### config.mk
export PLATFORM = sky130hd
export DESIGN_NAME = rr_sel_arbiter
export DESIGN_NICKNAME = d
export VERILOG_FILES = /design/src/rtl/rr_sel_arbiter.sv
export SDC_FILE = /design/constraint.sdc
export NUM_CORES = 1
export LEC_CHECK = 0
export CAP_MARGIN = 25
export CORE_MARGIN = 1
export CORE_UTILIZATION = 46
export DETAILED_ROUTE_END_ITERATION = 16
export GPL_TIMING_DRIVEN = 1
export HOLD_SLACK_MARGIN = 0.08
export PLACE_DENSITY = 0.81
export SLEW_MARGIN = 20
export SYNTH_ARGS = -nofsm -noshare
export SYNTH_HDL_FRONTEND = slang
export SYNTH_SLANG_ARGS = --single-unit
### constraint.sdc
create_clock -name clk -period 1.8 [get_ports clk]
set_clock_uncertainty 0.2 [all_clocks]
set_input_delay 0.18 -clock clk [delete_from_list [all_inputs] [get_ports clk]]
set_output_delay 0.18 -clock clk [all_outputs]
set_load 0.01 [all_outputs]
### src/rtl/rr_sel_arbiter.sv
// Four-channel round-robin arbiter that drives the select of a downstream
// 4:1 data mux and produces the valid/last side of its handshake.
//
// A channel is granted for a burst of up to MAX_BURST beats. sel and gnt only
// change at reset or at a grant boundary, so the mux output is a clean
// per-channel stream. After each grant the channel just served becomes the
// lowest priority.
//
// Ports:
//   clk        system clock, rising edge
//   rst        synchronous, active-high reset
//   req[3:0]   per-channel request (bit i = channel i has data)
//   out_ready  downstream accepts a beat this cycle
//   sel[1:0]   mux select, binary index of the granted channel
//   gnt[3:0]   one-hot grant, zero when idle
//   out_valid  beat on the mux output is valid
//   last       current beat is the final beat of the burst
module rr_sel_arbiter #(
  parameter int unsigned MAX_BURST = 4,
  parameter int unsigned CNT_W     = 8
) (
  input  logic       clk,
  input  logic       rst,
  input  logic [3:0] req,
  input  logic       out_ready,
  output logic [1:0] sel,
  output logic [3:0] gnt,
  output logic       out_valid,
  output logic       last
);

  localparam logic [CNT_W-1:0] LastCnt = CNT_W'(MAX_BURST - 1);

  typedef enum logic [0:0] {StIdle, StGrant} state_e;

  state_e             state_q, state_d;
  logic [1:0]         sel_q, sel_d;
  logic [3:0]         gnt_q, gnt_d;
  logic [1:0]         ptr_q, ptr_d;
  logic [CNT_W-1:0]   beat_cnt_q, beat_cnt_d;

  logic       xfer;
  logic       grant_end;
  logic [1:0] search_base;
  logic [1:0] cand;
  logic [1:0] win_idx;
  logic       win_found;

  // Handshake outputs are combinational so a dropped request is seen the same cycle.
  always_comb begin
    out_valid = (state_q == StGrant) & req[sel_q];
    last      = out_valid & (beat_cnt_q == LastCnt);
    xfer      = out_valid & out_ready;
    grant_end = (state_q == StGrant) & ((xfer & last) | ~req[sel_q]);
  end

  // Rotating priority search. In IDLE start at ptr; at a grant boundary start
  // just after the channel being released, which makes it lowest priority.
  always_comb begin
    search_base = (state_q == StIdle) ? ptr_q : sel_q + 2'd1;
    win_found   = 1'b0;
    win_idx     = search_base;
    cand        = search_base;
    // Walk backwards so the closest requester to search_base is written last.
    for (int k = 3; k >= 0; k--) begin
      cand = search_base + 2'(k);
      if (req[cand]) begin
        win_found = 1'b1;
        win_idx   = cand;
      end
    end
  end

  always_comb begin
    state_d    = state_q;
    sel_d      = sel_q;
    gnt_d      = gnt_q;
    ptr_d      = ptr_q;
    beat_cnt_d = beat_cnt_q;

    unique case (state_q)
      StIdle: begin
        if (win_found) begin
          state_d    = StGrant;
          sel_d      = win_idx;
          gnt_d      = 4'b0001 << win_idx;
          beat_cnt_d = '0;
        end
      end
      StGrant: begin
        if (grant_end) begin
          ptr_d = sel_q + 2'd1;
          if (win_found) begin
            // Back-to-back grant, no idle bubble.
            sel_d      = win_idx;
            gnt_d      = 4'b0001 << win_idx;
            beat_cnt_d = '0;
          end else begin
            // sel keeps its last value while idle.
            state_d    = StIdle;
            gnt_d      = 4'b0000;
            beat_cnt_d = '0;
          end
        end else if (xfer) begin
          beat_cnt_d = beat_cnt_q + CNT_W'(1);
        end
      end
      default: begin
        state_d = StIdle;
        gnt_d   = 4'b0000;
      end
    endcase
  end

  always_ff @(posedge clk) begin
    if (rst) begin
      state_q    <= StIdle;
      sel_q      <= 2'd0;
      gnt_q      <= 4'b0000;
      ptr_q      <= 2'd0;
      beat_cnt_q <= '0;
    end else begin
      state_q    <= state_d;
      sel_q      <= sel_d;
      gnt_q      <= gnt_d;
      ptr_q      <= ptr_d;
      beat_cnt_q <= beat_cnt_d;
    end
  end

  assign sel = sel_q;
  assign gnt = gnt_q;

endmodule
==> flow_metrics.py, run 1 <==
metrics = {
    "status": {
        "status": "finished, violations left",
        "violations": "negative setup slack",
    },
    "die": {
        "num_rows": 15,
        "die_w_um": 47.2,
        "io_pins": 15,
        "die_y_um": 47.2,
        "dieArea_mm2": 0.00223,
        "start_util_pct": 51.6,
        "core_area_mm2": 0.00182,
    },
    "critical_path": {
        "slowest_delay_ps": 340,
        "crit_slowest_cell": "dfxtp_2",
        "worstPathMaxFanout": 6,
        "worstPathArrival_ps": 2080,
        "end_kind": "register",
        "crit_type": "reg2reg",
        "worstPathCellList": "buf_6, xor2_2, mux2i_1, buf_4, mux2i_4, a21oi_4, nand3b_1, a21oi_2",
        "startpoint_type": "register",
        "cp.required_ps": 1850,
    },
    "yosys": {
        "syn-num-nets": 119,
        "synth_cell_types": 37,
        "syn_area_um2": 940,
        "synth_top_area_share_pct": 36.2,
        "synth_top_cell_by_area": "dfxtp_1",
        "synthTopCellsByArea": "dfxtp_1 36%, nor2_1 6.8%, xor2_1 5.6%",
        "synth_area_per_cell_um2": 8.47,
        "ys_warn_count": 0,
        "ys_seq_elements": 17,
        "yosysSeqAreaShare_pct": 36.2,
        "synth_cells": 111,
    },
    "timing": {
        "tns_ps": -2710,
        "period_share_pct": 113,
        "slew_headroom_pct": 72.3,
        "timing.fmax_ghz": 0.493,
        "fin_ws_ps": -230,
        "period_minus_slack_ps": 2030,
        "hold_ws_ps": 280,
        "worstMarginPinSlew_ps": 416,
        "report.final.setup_viol": 18,
        "maxSlewViolCount": 0,
        "rsz0062_at_grt": "yes",
        "hold_violations": 0,
    },
    "route": {
        "routed_wl_um": 3470,
        "drt_iter0_drc": 31,
        "detail_route.wl_per_cell_um": 18.5,
        "drt_first_pass_iters": 4,
        "vias_per_cell": 5.73,
        "drtAntennaViolNets": 0,
        "drc_errors": 0,
        "num_vias": 1077,
    },
    "placement": {
        "dpl.cell_count": 172,
        "hpwl_um": 1860,
        "io_buffers": 14,
        "gp_congestion": 0.923,
        "dp_slack_ps": -485,
    },
    "clock_network": {
        "cts_tree": "built",
        "clkLatencyLatePin_ps": 310,
        "numCtsBuffers": 3,
        "cts_buffer_depth": 2,
        "root_buffer": "clkbuf_4",
        "htreeDepth": 1,
        "cts.sinks": 17,
        "path_clk_slew_ps": 110,
    },
    "global_routing": {
        "antenna_found_initial": 0,
        "grt_pass1_vias": 1056,
        "gr-total-overflow": 0,
        "grt_pass1_wl_um": 4520,
        "gr-usage-all-layers_pct": 30.4,
        "grt_max_degree": 10,
    },
    "pwr": {
        "peakVddDrop_uv": 764,
        "power_density_mw_per_mm2": 687,
        "total_power_mw": 1.06,
        "p_sw_mw": 0.347,
        "power_frac_clock_pct": 20.6,
        "swShare_pct": 32.6,
        "pwr-share-seq_pct": 39.6,
        "p_int_mw": 0.716,
        "power_frac_comb_pct": 39.8,
        "power_leakage_nw": 0.675,
    },
    "layout": {
        "nNetsFinal": 172,
        "diodes": 0,
        "post_layout_nonfiller_instances": 188,
        "area_growth_syn_to_layout_pct": 64.6,
        "fillCellCount": 93,
        "drive_above_1_share_pct": 41.7,
    },
    "hold_path": {
        "hold_class": "reg2reg",
    },
    "flow_run": {
        "cap_violations": 0,
    },
}
## metal layers
metal  wire, µm  share of wire, %  track usage, %
met1       1280                37            32.9
met4        129               3.7            17.7
met5          0                 0               0
met3        294               8.5            6.92
met2       1760                51            53.9
## worst paths after layout
check	from	end	slack (ps)	depth (start not counted)
worst max register to register	sel[0]	gnt[0]	-230	8
worst min register to register	gnt[2]	gnt[2]	280	2
worst min-delay path	gnt[2]	gnt[2]	280	2
worst max-delay path	sel[0]	gnt[0]	-230	8
## power by group through the flow
stage	registers, mW	clock network, mW	logic (mW)
detailed placement	0.425	0	0.297
CTS	0.418	0.212	0.351
finish	0.421	0.219	0.423
floorplan	0.429	0	0.153
global route	0.422	0.231	0.443
global placement	0.423	0	0.284
## placed cells by master (no fill, tap or decap), drive strengths merged, types with 6 or more instances in the layout
| cell | n |
|---|---|
| nand2 | 10 |
| clkdlybuf4s50 | 11 |
| nor2 | 17 |
| dfxtp | 17 |
| buf | 41 |
| nand2b | 6 |
| xor2 | 6 |
| a21oi | 8 |
## critical path, delay by kind of cell (launching register included)
kind | cells | cell delay (ps)
mux | 2 | 520
flops | 1 | 340
buf+inv | 2 | 330
compound gates | 2 | 220
xor+xnor | 1 | 180
simple gates | 1 | 180
## cell type report
type,instances,area [µm²],share of cell area (%)
clock buffer,4,26.3,1.70
inverter,4,15.0,0.971
multi-input combinational,85,677,43.8
sequential,17,343,22.2
tap,25,31.3,2.02
timing repair buffer,53,454,29.4
## cell usage after synthesis (all sizes together)
library cell and instances:
dfxtp 17, nor2 17, nand2 10, a21oi 8, nand2b 6, xor2 6
and3 4, buf 4, inv 4, mux2i 4, nand4 3, o21ai 3
a32oi 2, nand3 2, nor4 2, o21a 2, xnor2 2, a211oi 1
a21o 1, a22oi 1, a32o 1, and4 1, clkbuf 1, ha 1
mux4 1, nand3b 1, nor3 1, nor4b 1, o21bai 1, o31ai 1
or2 1, or3 1
## flip-flops by register name (all words and copies together), names as in the netlist
| signal | count |
|---|---|
| beat_cnt_q | 8 |
| gnt | 4 |
| ptr_q | 2 |
| sel | 2 |
| state_q | 1 |
## metrics by stage
step	utilization (%)	area, µm²
2_1_floorplan	-	955
3_3_place_gp	70.4	1280
3_5_place_dp	70.4	1280
4_1_cts	77.6	1410
5_1_grt	84.9	1550
6_report	84.9	1550
## what timing repair did
| action | 4_1_cts | 5_1_grt |
|---|---|---|
| resized for setup | 25 | 18 |
| pin swaps | 4 | 8 |
| hold buffers | 0 | 0 |
| buffers inserted | 7 | 6 |
| setup endpoints to repair | 18 | 19 |
## kinds of logic after synthesis
kind of cell / share of synthesized area (%)
AOI/OAI and AO/OA: 14.8
xor gates and xnor gates: 7.46
adders and majority gates: 1.33
buffers and inverters: 5.32
DFF: 36.2
muxes: 6.66
and+or+nand+nor: 28.2
(Power assumes the default switching activity.)
==> run 2, diff against run 1 <==
Settings changed: CORE_MARGIN 1 to not set.
==> results of run 2 <==
No change in the layout: final DEF, timing and power equal those of run 1.
==> run 3, diff against run 2 <==
Settings changed: ABC_AREA set to 1, CORE_UTILIZATION 46 to 48, PLACE_DENSITY 0.81 to 0.82, SETUP_SLACK_MARGIN set to 0.2.
==> run 3 against run 2 <==
- the flow still finishes with violations (negative setup slack)
- power grew to 3.0 times the previous value
- worst hold slack gained 23 ps
- sequential cell count is the same
- critical path depth grew 6
- via count grew 71%
- combinational power grew to 5.6 times the previous value
- critical endpoint is now gnt[3]
- largest cell class unchanged
==> flow_metrics.py, run 3 <==
metrics = {
    "clock_network": {
        "root_buffer": "clkbuf_4",
        "cts.sinks": 17,
        "numCtsBuffers": 3,
        "cts_tree": "built",
        "cts_buffer_depth": 2,
        "path_clk_slew_ps": 110,
        "htreeDepth": 1,
        "clkLatencyLatePin_ps": 300,
    },
    "critical_path": {
        "slowest_delay_ps": 430,
        "crit_type": "reg2reg",
        "crit_slowest_cell": "dfxtp_4",
        "cpMostUsedCell": "nand2_1",
        "end_kind": "register",
        "worstPathCellList": "inv_4, nand2_1, nand2_4, nand2_4, nand3_2, nand2_1, nand2_1, nand2_1, nand2_2, nand2_2, nand2_2, nand2_4, nand3_1, a21oi_1",
        "worstPathArrival_ps": 2210,
        "worstPathMaxFanout": 6,
        "cp.required_ps": 1830,
        "startpoint_type": "register",
    },
    "die": {
        "io_pins": 15,
        "die_w_um": 50.6,
        "die_y_um": 50.6,
        "dieArea_mm2": 0.00256,
        "core_area_mm2": 0.00221,
        "start_util_pct": 51.2,
        "num_rows": 17,
    },
    "placement": {
        "dp_slack_ps": -368,
        "gp_congestion": 0.898,
        "hpwl_um": 2330,
        "io_buffers": 14,
        "place_area_mm2": 0.00161,
    },
    "route": {
        "drtAntennaViolNets": 0,
        "routed_wl_um": 6400,
        "detail_route.wl_per_cell_um": 22.4,
        "num_vias": 1846,
        "drt_iter0_drc": 103,
        "drc_errors": 0,
        "drt_first_pass_iters": 5,
        "vias_per_cell": 6.45,
    },
    "yosys": {
        "syn-num-nets": 192,
        "ys_warn_count": 0,
        "synth_common_cells": "53 x nand2_1, 27 x inv_1, 17 x dfxtp_1, 16 x nand3_1, 15 x nor2_1",
        "yosysSeqAreaShare_pct": 30.1,
        "ys.flop_type": "dfxtp_1",
        "synth_top_area_share_pct": 30.1,
        "async_flop_share_pct": 0,
        "synth_top_cell_by_area": "dfxtp_1",
        "synth-edff-count": 0,
        "synth_area_per_cell_um2": 6.15,
        "synth_cells": 184,
        "ys_seq_elements": 17,
        "syn_area_mm2": 0.00113,
        "synth_cell_types": 24,
        "synthTopCellsByArea": "dfxtp_1 30%, nand2_1 18%, inv_1 9.0%",
        "synth_most_common_cell": "nand2_1",
    },
    "flow_run": {
        "cap_violations": 0,
    },
    "layout": {
        "area_growth_syn_to_layout_pct": 88.3,
        "layout_common_cells": "45 x buf_4, 27 x nand2_1, 20 x nand2_2",
        "nNetsFinal": 267,
        "drive_above_1_share_pct": 60.5,
        "diodes": 0,
        "layout_commonest_cell": "buf_4",
        "largest_register": "beat_cnt_q",
        "fin_area_mm2": 0.00213,
        "largest_register_ffs": 8,
    },
    "timing": {
        "period_minus_slack_ps": 2180,
        "worstMarginPinSlew_ps": 511,
        "timing.fmax_ghz": 0.459,
        "maxSlewViolCount": 0,
        "hold_ws_ps": 302,
        "slew_headroom_pct": 65.7,
        "tns_ps": -4420,
        "rsz0062_at_grt": "yes",
        "fin_ws_ps": -379,
        "period_share_pct": 121,
        "hold_violations": 0,
        "report.final.setup_viol": 18,
    },
    "global_routing": {
        "antenna_found_initial": 0,
        "gr-usage-met2_pct": 68.2,
        "grt_max_degree": 11,
        "met1_usage_pct": 34.1,
        "grt_pass1_vias": 1648,
        "busiest_layer": "met2",
        "grt_pass1_wl_um": 6780,
        "gr-usage-all-layers_pct": 34.7,
        "use_met3_pct": 3.64,
        "gr-total-overflow": 0,
    },
    "pwr": {
        "power_leakage_nw": 1.06,
        "peakVddDrop_uv": 1260,
        "power_density_mw_per_mm2": 1500,
    },
    "hold_path": {
        "hold_class": "reg2reg",
    },
    "status": {
        "violations": "negative setup slack",
        "status": "finished, violations left",
    },
}
run 3: timing repair:
action | in CTS | in global routing
setup buffers | 18 | 6
gates resized for setup | 72 | 42
pin swaps | 30 | 22
hold buffers | 0 | 0
setup endpoints to repair | 20 | 20
run 3: cells by family (layout without fill, tap and decap cells):
group / after synthesis / in the layout / share of synthesized area (%)
xor+xnor: 1 / 1 / 0.774
buf+inv: 33 / 107 / 11.6
compound gates: 24 / 24 / 11.6
fa+ha+maj: 1 / 1 / 1.10
simple gates: 108 / 108 / 44.9
flops: 17 / 17 / 30.1
run 3: path summary, 6_finish.rpt:
check	end	slack [ps]	cells after the start	from
worst min-delay path	gnt[2]	300	2	gnt[2]
worst min register to register	gnt[2]	300	2	gnt[2]
worst max-delay path	gnt[3]	-380	14	state_q
worst max register to register	gnt[3]	-380	14	state_q
run 3: through the flow:
step / instances / power, mW / utilization (%)
final: 286 / 3.20 / 96.4
after global routing: 286 / 3.32 / 96.4
after CTS: 280 / 2.45 / 87.7
after detailed placement: 258 / 1.80 / 72.6
after global placement: 258 / 1.75 / 72.6
after floorplan: 184 / 1.36 / -
run 3: critical path: cells and delay by family, from the launching register on:
family | cells | cell delay, ps
and+or+nand+nor | 12 | 1220
DFF | 1 | 430
buffers and inverters | 1 | 80
AOI/OAI and AO/OA | 1 | 180
run 3: cell type report:
| type | instances | area [µm²] |
|---|---|---|
| Fill cell | 53 | 80.1 |
| Clock buffer | 3 | 22.5 |
| Multi-Input combinational cell | 134 | 968 |
| Clock inverter | 1 | 5.00 |
| Inverter | 32 | 131 |
| Timing Repair Buffer | 71 | 612 |
| Sequential cell | 17 | 358 |
| Tap cell | 28 | 35.0 |
run 3: routing by layer:
layer / up-vias / routed length (µm)
met1: 829 / 2120
met3: 74 / 665
met2: 201 / 3010
met5: - / 0
met4: 0 / 603
li1: 742 / -
run 3: power breakdown:
part	switching (mW)	leakage [nW]	internal [mW]
Combinational	1.36	0.899	1.02
Clock	0.138	0.0177	0.0830
Sequential	0.117	0.143	0.477
Total	1.61	1.06	1.58
